File: src/rtl/alu_seq.sv
`default_nettype none
// ============================================================================
// Module   : alu_seq
// Brief    : Single-command accumulator sequencer around an external ALU with
//            valid/ready command and response channels.
// Revision : 1.0  initial release
// ============================================================================

package alu_seq_pkg;
    typedef enum logic [1:0] {
        ADD = 2'b00,
        AND = 2'b01,
        OR  = 2'b10,
        XOR = 2'b11
    } ops;
endpackage

module alu_seq
    import alu_seq_pkg::*;
#(
    parameter int W = 4
) (
    input  logic         clk,
    input  logic         rst_n,
    input  logic         cmd_valid,
    output logic         cmd_ready,
    input  logic         cmd_load,
    input  ops           cmd_op,
    input  logic [W-1:0] cmd_data,
    output logic [W-1:0] alu_a,
    output logic [W-1:0] alu_b,
    output ops           alu_fn,
    input  logic [W-1:0] alu_result,
    input  logic         alu_n,
    input  logic         alu_z,
    input  logic         alu_v,
    output logic         rsp_valid,
    input  logic         rsp_ready,
    output logic [W-1:0] rsp_data,
    output logic         rsp_n,
    output logic         rsp_z,
    output logic         rsp_v,
    output logic [7:0]   rsp_count
);

    localparam logic [1:0] c_IDLE = 2'd0;
    localparam logic [1:0] c_EXEC = 2'd1;
    localparam logic [1:0] c_RESP = 2'd2;

    logic [1:0]   r_state;
    logic [1:0]   w_state_nxt;
    logic         w_accept;
    logic [W-1:0] r_acc;
    logic [W-1:0] r_opb;
    ops           r_op;
    logic [W-1:0] r_rsp_data;
    logic         r_rsp_n;
    logic         r_rsp_z;
    logic         r_rsp_v;
    logic [7:0]   r_count;

    // Acceptance is decoded from the state directly so it never depends on
    // the registered-looking cmd_ready output path.
    assign w_accept = cmd_valid && (r_state == c_IDLE);

    always_ff @(posedge clk) begin
        if (!rst_n) begin
            r_state <= c_IDLE;
        end else begin
            r_state <= w_state_nxt;
        end
    end

    always_comb begin
        w_state_nxt = r_state;
        case (r_state)
            c_IDLE: begin
                if (w_accept) begin
                    w_state_nxt = cmd_load ? c_RESP : c_EXEC;
                end
            end
            c_EXEC: w_state_nxt = c_RESP;
            c_RESP: begin
                if (rsp_ready) begin
                    w_state_nxt = c_IDLE;
                end
            end
            default: w_state_nxt = c_IDLE;
        endcase
    end

    always_comb begin
        cmd_ready = 1'b0;
        rsp_valid = 1'b0;
        case (r_state)
            c_IDLE:  cmd_ready = 1'b1;
            c_RESP:  rsp_valid = 1'b1;
            default: ;
        endcase
    end

    // Loads bypass the ALU and synthesise their own flags; operations only
    // latch their operands here and take the ALU's answer during EXEC.
    always_ff @(posedge clk) begin
        if (!rst_n) begin
            r_acc      <= '0;
            r_opb      <= '0;
            r_op       <= ADD;
            r_rsp_data <= '0;
            r_rsp_n    <= 1'b0;
            r_rsp_z    <= 1'b0;
            r_rsp_v    <= 1'b0;
            r_count    <= 8'd0;
        end else begin
            if (w_accept) begin
                if (cmd_load) begin
                    r_acc      <= cmd_data;
                    r_rsp_data <= cmd_data;
                    r_rsp_n    <= cmd_data[W-1];
                    r_rsp_z    <= (cmd_data == '0);
                    r_rsp_v    <= 1'b0;
                end else begin
                    r_opb <= cmd_data;
                    r_op  <= cmd_op;
                end
            end
            if (r_state == c_EXEC) begin
                r_acc      <= alu_result;
                r_rsp_data <= alu_result;
                r_rsp_n    <= alu_n;
                r_rsp_z    <= alu_z;
                r_rsp_v    <= alu_v;
            end
            if ((r_state == c_RESP) && rsp_ready) begin
                r_count <= r_count + 8'd1;
            end
        end
    end

    assign alu_a     = r_acc;
    assign alu_b     = r_opb;
    assign alu_fn    = r_op;
    assign rsp_data  = r_rsp_data;
    assign rsp_n     = r_rsp_n;
    assign rsp_z     = r_rsp_z;
    assign rsp_v     = r_rsp_v;
    assign rsp_count = r_count;

endmodule

`default_nettype wire
File: config.mk
export PLATFORM = sky130hd
export DESIGN_NAME = alu_seq
export DESIGN_NICKNAME = d
export VERILOG_FILES = /design/src/rtl/alu_seq.sv
export SDC_FILE = /design/constraint.sdc
export NUM_CORES = 1
export LEC_CHECK = 0
export ABC_AREA = 1
export BUFFER_PORTS_ARGS = -buffer_cell sky130_fd_sc_hd__buf_2
export CAP_MARGIN = 5
export CORE_MARGIN = 5
export CORE_UTILIZATION = 39
export DETAILED_ROUTE_END_ITERATION = 8
export PLACE_DENSITY = 0.75
export SLEW_MARGIN = 20
export SYNTH_ARGS = -nofsm -noshare
export SYNTH_HDL_FRONTEND = slang
export SYNTH_SLANG_ARGS = --single-unit
export TNS_END_PERCENT = 100
File: constraint.sdc
create_clock -name clk -period 1.8 [get_ports clk]
set_input_delay 0 -clock clk [delete_from_list [all_inputs] [get_ports clk]]
set_output_delay 0 -clock clk [all_outputs]
set_load 0.01 [all_outputs]
==> flow_metrics.env, run 1 <==
export IMPL_pwr_share_seq=0.565
export IMPL_critPathLaunch="r_state[1]$_SDFFE_PN0P_"
export IMPL_slew_viol_final=0
export IMPL_synthToLayoutAreaGrowth_pct=36.2
export IMPL_seq_area_frac_synth=0.439
export IMPL_yosysTopAreaCell="dfxtp_1"
export IMPL_hold_path_depth=3
export IMPL_syn_nets=165
export IMPL_path_cells="inv_2 > nor2_1 > buf_2"
export IMPL_fin_util=0.567
export IMPL_finClkSkew_ns=0.00255
export IMPL_clkSlewWorstSetupHoldPaths_ns=0.13
export IMPL_fp_dieH_um=61.9
export IMPL_synth_edf_count=0
export IMPL_dieArea_mm2=0.00383
export IMPL_p_int_w=0.000704
export IMPL_via_per_inst=4.69
export IMPL_clockBufferDepth=2
export IMPL_seq_area_um2=460
export IMPL_grt_pass1_wl_mm=3.89
export IMPL_cpMaxStageDelayCell="dfxtp_1"
export IMPL_cts_setup_buffers=0
export IMPL_insertion_delay_ns=0.31
export IMPL_grt_pass1_vias=907
export IMPL_p_sw_frac=0.283
export IMPL_cts_hold_buffers=13
export IMPL_path_max_fanout=6
export IMPL_rsz0062_at_grt="false"
export IMPL_max_cap_viol_count=0
export IMPL_post_synth_top_count_cell="nor2_1"
export IMPL_detail_route_iter0_violations=51
export IMPL_async_flop_share=0
export IMPL_worst_slew_pin_slew_ns=0.348
export IMPL_yosys_top_cells_count="37 x nor2_1, 34 x nand2_1, 23 x dfxtp_1, 13 x o21ai_0"
export IMPL_powerDensity_mw_per_mm2=686
export IMPL_place_congestion=0.793
export IMPL_synth_area_mm2=0.00105
export IMPL_htree_levels=1
export IMPL_yosys_top_cells_area="dfxtp_1 44%, nor2_1 13%, nand2_1 12%, o21ai_0 6.2%, nor2_4 4.3%"
export IMPL_grtUsageTotal=0.140
export IMPL_critPathMaxStageDelay_ns=0.55
export IMPL_drive_above_1_share=0.287
export IMPL_num_nets_final=222
export IMPL_crit_arrival_ns=1.24
export IMPL_yosysWarningCount=0
export IMPL_holdCritStartpoint="rst_n"
export IMPL_numCtsBuffers=3
export IMPL_worst_ep_required_time_ns=1.80
export IMPL_drc_errors=0
export IMPL_synth_avg_cell_area_um2=7.19
export IMPL_clock_root_buffer="clkbuf_4"
export IMPL_hold_violations=0
export IMPL_synth_seq_cells=23
export IMPL_grt_max_degree=19
export IMPL_p_leak_nw=0.726
export IMPL_dp_hpwl_mm=1.84
export IMPL_power_frac_comb=0.191
export IMPL_endpoint_kind="output port"
export IMPL_max_freq_ghz=0.806
export IMPL_start_kind="flop"
export IMPL_synthDistinctLibCells=18
export IMPL_period_minus_slack_ns=1.24
export IMPL_finalCritPeriodShare=0.689
export IMPL_p_clk_frac=0.244
export IMPL_wl_per_cell_um=10.8
export IMPL_critPathKind="reg -> out"
export IMPL_port_buffers=44
export IMPL_core_mm2=0.00252
export IMPL_cts_sinks=23
export IMPL_power_switching_w=0.000277
export IMPL_hp_class="in -> reg"
export IMPL_initial_utilization=0.416
export IMPL_dr_pass1_iters=4
export IMPL_status="finished clean"
export IMPL_overflow=0
export IMPL_setup_ws_ns=0.560
export IMPL_postSynthCellCount=146
export IMPL_cts_tree="done"
export IMPL_dieWidth_um=61.9
export IMPL_ctsResizeCount=0
export IMPL_setup_violations=0
export IMPL_fin_tns_setup_ns=0
export IMPL_r2r_start="r_state[1]$_SDFFE_PN0P_"
export IMPL_reg2regPathDepth=5
export IMPL_multi_input_area_um2=520
export IMPL_slew_headroom=0.767
export IMPL_vias=1087
export IMPL_antenna_found_initial=0
export IMPL_ioPinCount=45
export IMPL_synthDominantCellAreaShare=0.439
export IMPL_antenna_left=0
export IMPL_ys_flop_type="dfxtp_1"
export IMPL_rows=18
export IMPL_ir_drop_v=0.000477
export IMPL_diodes=0
export IMPL_preCtsSetupSlack_ns=0.619
export IMPL_layout_filler_cells=256
export IMPL_wl_mm=2.51
## state kept, by name (all words and copies together), names as in the netlist
signal	cells
rsp_data	4
rsp_n	1
rsp_z	1
rsp_count	8
rsp_v	1
alu_b	4
alu_fn	2
r_state	2
## worst max-delay path: cells and delay by family, from the launching register on
family                 cells  cell delay, ns
buffers and inverters      2            0.24
DFF                        1            0.55
and+or+nand+nor            1            0.14
## kinds of logic after synthesis
kind of cell               count (synthesis)  share of synthesized area
and+or+nand+nor                           85                      0.364
buffers and inverters                     14                     0.0656
AOI/OAI and AO/OA                         21                      0.104
adders and majority gates                  1                     0.0119
DFF                                       23                      0.439
xor gates and xnor gates                   2                     0.0167
## worst paths after layout
kind	endpoint	slack, ns
worst min register to register	rsp_v$_SDFFE_PN0P_	0.47
worst min-delay path	rsp_count[6]$_SDFFE_PN0P_	0.05
worst max-delay path	rsp_valid	0.56
worst max register to register	rsp_n$_SDFFE_PN0P_	0.60
## layout by cell type (no fill, tap or decap), types with 2 or more instances in the layout
| master | Yosys | routed |
|---|---|---|
| dfxtp_1 | 23 | 23 |
| o21ai_0 | 13 | 13 |
| clkbuf_4 | 0 | 3 |
| nor2_1 | 37 | 37 |
| nand3_1 | 5 | 5 |
| nand2_1 | 34 | 34 |
| dlygate4sd3_1 | 0 | 13 |
| buf_2 | 1 | 44 |
| inv_1 | 7 | 7 |
| nor2_4 | 4 | 4 |
| a21oi_1 | 7 | 7 |
| inv_2 | 2 | 2 |
| nor3_1 | 2 | 2 |
| xor2_1 | 2 | 2 |
## power by group through the flow
| stage | combinational [W] | clock [W] | sequential (W) |
|---|---|---|---|
| 2_1_floorplan | 0.0000918 | 0 | 0.000577 |
| 3_3_place_gp | 0.000166 | 0 | 0.000566 |
| 3_5_place_dp | 0.000167 | 0 | 0.000566 |
| 4_1_cts | 0.000189 | 0.000250 | 0.000555 |
| 5_1_grt | 0.000210 | 0.000280 | 0.000559 |
| 6_report | 0.000188 | 0.000239 | 0.000555 |
## metal layers
metal,global-route usage,part of all wire,vias up
met2,0.227,0.46,38
met5,0,0,-
met1,0.172,0.45,477
met3,0.0496,0.083,2
met4,0.0455,0.0044,0
li1,-,-,570
## final cells by class
type / instances / share of cell area
Multi-Input combinational cell: 109 / 0.364
Clock inverter: 1 / 0.00350
Clock buffer: 3 / 0.0157
Inverter: 9 / 0.0236
Tap cell: 30 / 0.0262
Timing Repair Buffer: 57 / 0.245
Sequential cell: 23 / 0.322
## per-stage QoR
step / instances / hold WS [ns] / total power (W) / area (um^2)
after detailed placement: 215 / 0.264 / 0.000733 / 1270
final: 232 / 0.0475 / 0.000981 / 1430
after global routing: 232 / 0.0341 / 0.00105 / 1430
after global placement: 215 / 0.261 / 0.000732 / 1270
after floorplan: 146 / 0.136 / 0.000669 / 1050
after CTS: 232 / 0.0320 / 0.000994 / 1430
(Power assumes the default switching activity.)
==> inputs of run 2 (changes only) <==
==> constraint.sdc (replaced) <==
create_clock -name clk -period 1.2 [get_ports clk]
set_input_delay 0 -clock clk [delete_from_list [all_inputs] [get_ports clk]]
set_output_delay 0 -clock clk [all_outputs]
set_load 0.01 [all_outputs]
==> flow_metrics.env, run 2 (synthesis gave the netlist of run 1 again) <==
export IMPL_wl_mm=2.58
export IMPL_endpoint_kind="flop"
export IMPL_diodes=0
export IMPL_grtUsageTotal=0.144
export IMPL_port_buffers=44
export IMPL_rows=18
export IMPL_path_cells="ha_1 > nand3_1 > nor2_4 > nand3_1 > nand2_1 > nor2_1"
export IMPL_critPathMaxStageDelay_ns=0.36
export IMPL_status="finished clean"
export IMPL_max_cap_viol_count=0
export IMPL_largest_register_ff_count=8
export IMPL_start_kind="flop"
export IMPL_place_congestion=0.796
export IMPL_wl_per_cell_um=11.2
export IMPL_numCtsBuffers=3
export IMPL_rsz0062_at_grt="false"
export IMPL_overflow=0
export IMPL_grt_pass1_vias=1020
export IMPL_path_max_fanout=4
export IMPL_vias=1102
export IMPL_via_per_inst=4.77
export IMPL_drc_errors=0
export IMPL_period_minus_slack_ns=1.11
export IMPL_mostFrequentLayoutCell="buf_2"
export IMPL_insertion_delay_ns=0.31
export IMPL_cts_sinks=23
export IMPL_cpMaxStageDelayCell="dfxtp_1"
export IMPL_finalCritPeriodShare=0.924
export IMPL_finClkSkew_ns=0.00480
export IMPL_hold_violations=0
export IMPL_drive_above_1_share=0.318
export IMPL_preCtsSetupSlack_ns=-0.0168
export IMPL_synthToLayoutAreaGrowth_pct=35.4
export IMPL_grt_pass1_wl_mm=4.13
export IMPL_grt_max_degree=19
export IMPL_fin_cells=231
export IMPL_dp_hpwl_mm=1.92
export IMPL_setup_ws_ns=0.0917
export IMPL_numPlacedInstances=217
export IMPL_setup_violations=0
export IMPL_worst_ep_required_time_ns=1.41
export IMPL_critPathKind="reg -> reg"
export IMPL_layout_filler_cells=270
export IMPL_ir_drop_v=0.000760
export IMPL_powerDensity_mw_per_mm2=1030
export IMPL_worst_slew_pin_slew_ns=0.278
export IMPL_num_nets_final=221
export IMPL_hp_class="in -> reg"
export IMPL_clockBufferDepth=2
export IMPL_dieWidth_um=61.9
export IMPL_fp_dieH_um=61.9
export IMPL_clock_root_buffer="clkbuf_4"
export IMPL_crit_arrival_ns=1.32
export IMPL_slew_headroom=0.815
export IMPL_p_leak_nw=0.724
export IMPL_layout_common_cells="44 x buf_2, 36 x nor2_1, 34 x nand2_1, 21 x dfxtp_1, 13 x o21ai_0"
export IMPL_antenna_left=0
export IMPL_dieArea_mm2=0.00383
export IMPL_htree_levels=1
export IMPL_cts_tree="done"
export IMPL_dr_pass1_iters=4
export IMPL_ioPinCount=45
export IMPL_initial_utilization=0.416
export IMPL_max_freq_ghz=0.902
export IMPL_slew_viol_final=0
export IMPL_clkSlewWorstSetupHoldPaths_ns=0.12
export IMPL_core_mm2=0.00252
export IMPL_antenna_found_initial=0
export IMPL_crit_top_cell="nand3_1"
export IMPL_detail_route_iter0_violations=33
-- run 2: cell types whose count changed in the layout (fill, tap and decap cells not counted), sizes merged --
cell	previous run	this run
buf	44	47
clkinv	1	0
dlygate4sd3	13	9
clkbuf	3	4
-- run 2: routing by layer --
| metal | vias up | share of wire | GRT usage |
|---|---|---|---|
| li1 | 569 | - | - |
| met1 | 490 | 0.45 | 0.179 |
| met2 | 38 | 0.46 | 0.241 |
| met3 | 5 | 0.082 | 0.0331 |
| met4 | 0 | 0.015 | 0.0606 |
| met5 | - | 0 | 0 |
-- run 2: final cells by class --
cell class | instances | area, um^2 | share of cell area
multi-input combinational | 109 | 523 | 0.368
sequential | 23 | 468 | 0.329
timing repair buffer | 56 | 333 | 0.234
tap | 30 | 37.5 | 0.0264
inverter | 9 | 33.8 | 0.0238
clock buffer | 4 | 26.3 | 0.0185
-- run 2: path summary, 6_finish.rpt --
check | cells after the start | startpoint | slack (ns) | endpoint
worst max-delay path | 6 | rsp_count[0]$_SDFFE_PN0P_ | 0.09 | rsp_count[6]$_SDFFE_PN0P_
worst min-delay path | 5 | alu_result[3] | 0.02 | rsp_data[3]$_SDFFE_PN0P_
worst max register to register | 6 | rsp_count[0]$_SDFFE_PN0P_ | 0.09 | rsp_count[6]$_SDFFE_PN0P_
worst min register to register | 2 | rsp_data[3]$_SDFFE_PN0P_ | 0.49 | rsp_data[3]$_SDFFE_PN0P_
-- run 2: where the power goes --
group / internal, W / switching, W
Sequential: 0.000802 / 0.0000292
Combinational: 0.000125 / 0.000154
Clock: 0.000130 / 0.000222
Total: 0.00106 / 0.000406
-- run 2: timing repair --
| action | 4_1_cts | 5_1_grt |
|---|---|---|
| hold buffers | 9 | 0 |
| pin swaps | 0 | 1 |
| gates resized for setup | 2 | 4 |
| buffers inserted | 0 | 1 |
| endpoints found under the hold margin | 9 | 0 |
| setup endpoints to repair | 8 | 8 |
-- run 2: worst max-delay path: cells and delay by family (launching register included) --
| kind | cells | cell delay [ns] |
|---|---|---|
| simple gates | 5 | 0.47 |
| flops | 1 | 0.36 |
| fa+ha+maj | 1 | 0.19 |
-- run 2: through the flow --
stage               TNS (ns)  cell area, um^2  total power, W  utilization  hold WS (ns)
finish                     0             1420         0.00146        0.563        0.0165
detailed placement   -0.0168             1290         0.00110        0.510         0.265
CTS                        0             1410         0.00147        0.558       0.00252
global placement           0             1290         0.00110        0.510         0.260
floorplan                  0             1050         0.00100            -         0.136
global route               0             1420         0.00155        0.563        0.0400
==> inputs of run 3 (changes only) <==
==> constraint.sdc (replaced) <==
create_clock -name clk -period 1.1 [get_ports clk]
set_input_delay 0 -clock clk [delete_from_list [all_inputs] [get_ports clk]]
set_output_delay 0 -clock clk [all_outputs]
set_load 0.01 [all_outputs]
==> flow_metrics.env, run 3 (synthesis gave the netlist of run 1 again) <==
export IMPL_synthToLayoutAreaGrowth_pct=41.5
export IMPL_routed_top_layer="met4"
export IMPL_status="finished clean"
export IMPL_grt_pass1_vias=1007
export IMPL_powerDensity_mw_per_mm2=1110
export IMPL_ir_drop_v=0.000934
export IMPL_power_w=0.00165
export IMPL_fp_dieH_um=61.9
export IMPL_layout_common_cells="44 x buf_2, 34 x nor2_1, 33 x nand2_1, 19 x dfxtp_1"
export IMPL_ioPinCount=45
export IMPL_antenna_left=0
export IMPL_detail_route_iter0_violations=52
export IMPL_drc_errors=0
export IMPL_worst_slew_pin_slew_ns=0.288
export IMPL_path_max_fanout=7
export IMPL_via_per_inst=4.76
export IMPL_drive_above_1_share=0.353
export IMPL_dieArea_mm2=0.00383
export IMPL_finClkSkew_ns=0.00725
export IMPL_grt_max_degree=19
export IMPL_rows=18
export IMPL_period_minus_slack_ns=1.10
export IMPL_dieWidth_um=61.9
export IMPL_diodes=0
export IMPL_wl_per_cell_um=11.1
export IMPL_critPathMaxStageDelay_ns=0.37
export IMPL_dp_hpwl_mm=1.99
export IMPL_htree_levels=1
export IMPL_clockBufferDepth=2
export IMPL_endpoint_kind="flop"
export IMPL_worst_ep_required_time_ns=1.33
export IMPL_mostFrequentLayoutCell="buf_2"
export IMPL_num_nets_final=227
export IMPL_vias=1127
export IMPL_cts_sinks=23
export IMPL_grt_pass1_wl_mm=4.23
export IMPL_hp_class="in -> reg"
export IMPL_port_buffers=44
export IMPL_slew_headroom=0.808
export IMPL_clock_root_buffer="clkbuf_4"
export IMPL_start_kind="flop"
export IMPL_antenna_found_initial=0
export IMPL_insertion_delay_ns=0.32
export IMPL_wl_mm=2.64
export IMPL_numCtsBuffers=3
export IMPL_finalCritPeriodShare=1.00
export IMPL_max_cap_viol_count=0
export IMPL_rsz0062_at_grt="true"
export IMPL_critPathTopFamily="flip-flops"
export IMPL_hold_violations=0
export IMPL_route_met3_wl_um=260
export IMPL_place_congestion=0.878
export IMPL_initial_utilization=0.416
export IMPL_critPathKind="reg -> reg"
export IMPL_path_cells="buf_4 > inv_2 > nand2_2 > o21ai_2 > o21ai_0 > inv_1"
export IMPL_setup_violations=0
export IMPL_cpMaxStageDelayCell="dfxtp_2"
export IMPL_overflow=0
export IMPL_dr_pass1_iters=4
export IMPL_core_mm2=0.00252
export IMPL_p_leak_nw=0.751
export IMPL_grtUsageTotal=0.149
export IMPL_slew_viol_final=0
export IMPL_wl_met1_mm=1.14
export IMPL_setup_ws_ns=0.0000407
export IMPL_wl_met2_mm=1.23
export IMPL_crit_arrival_ns=1.33
export IMPL_cts_tree="done"
export IMPL_max_freq_ghz=0.909
export IMPL_largest_register_ff_count=8
export IMPL_clkSlewWorstSetupHoldPaths_ns=0.13
export IMPL_crit_buf_inv=3
export IMPL_preCtsSetupSlack_ns=-0.0315
run 3: worst min-delay path: stages:
cell and delay, ns:
buf_2 0.08, nand2_1 0.04, nand2_1 0.05, nor2_1 0.04, nor2_1 0.09
run 3: where the power goes:
group	total [W]	switching [W]	internal, W	leakage, nW
combinational	0.000336	0.000181	0.000155	0.547
sequential	0.000903	0.0000265	0.000876	0.190
clock	0.000410	0.000271	0.000139	0.0139
total	0.00165	0.000479	0.00117	0.751
run 3: path summary, 6_finish.rpt:
path | from | endpoint | slack [ns] | depth (start not counted)
setup / recovery | r_state[1]$_SDFFE_PN0P_ | r_state[1]$_SDFFE_PN0P_ | 0.00004 | 6
hold / removal | alu_result[1] | rsp_data[1]$_SDFFE_PN0P_ | 0.01 | 5
setup reg to reg | r_state[1]$_SDFFE_PN0P_ | r_state[1]$_SDFFE_PN0P_ | 0.00004 | 6
hold reg to reg | rsp_v$_SDFFE_PN0P_ | rsp_v$_SDFFE_PN0P_ | 0.47 | 2
run 3: stage by stage:
stage	setup TNS (ns)	hold slack, ns	cell area, um^2	cells	util
floorplan	0	0.136	1050	146	-
global placement	0	0.262	1320	221	0.524
detailed placement	-0.160	0.261	1320	221	0.524
CTS	-0.0503	0.00759	1480	237	0.585
global route	-1.03	0.00900	1490	237	0.589
finish	0	0.0129	1490	237	0.589
run 3: final cells by class:
type | instances | area, um^2
fillers | 256 | 1040
multi-input cells | 109 | 531
flip-flops and latches | 23 | 468
repair buffers | 62 | 385
well taps | 30 | 37.5
inverters | 9 | 33.8
clock buffers | 3 | 22.5
clock inverters | 1 | 7.51
run 3: repair_timing:
action	4_1_cts	5_1_grt
hold endpoints to repair	12	0
resized for setup	2	6
pin swaps	1	6
hold buffers	12	0
setup buffers	0	0
setup endpoints to repair	13	22
run 3: layer usage:
metal,global-route usage,up-vias
met5,0,-
met4,0.0364,0
met3,0.0496,2
met2,0.266,51
met1,0.171,494
li1,-,580
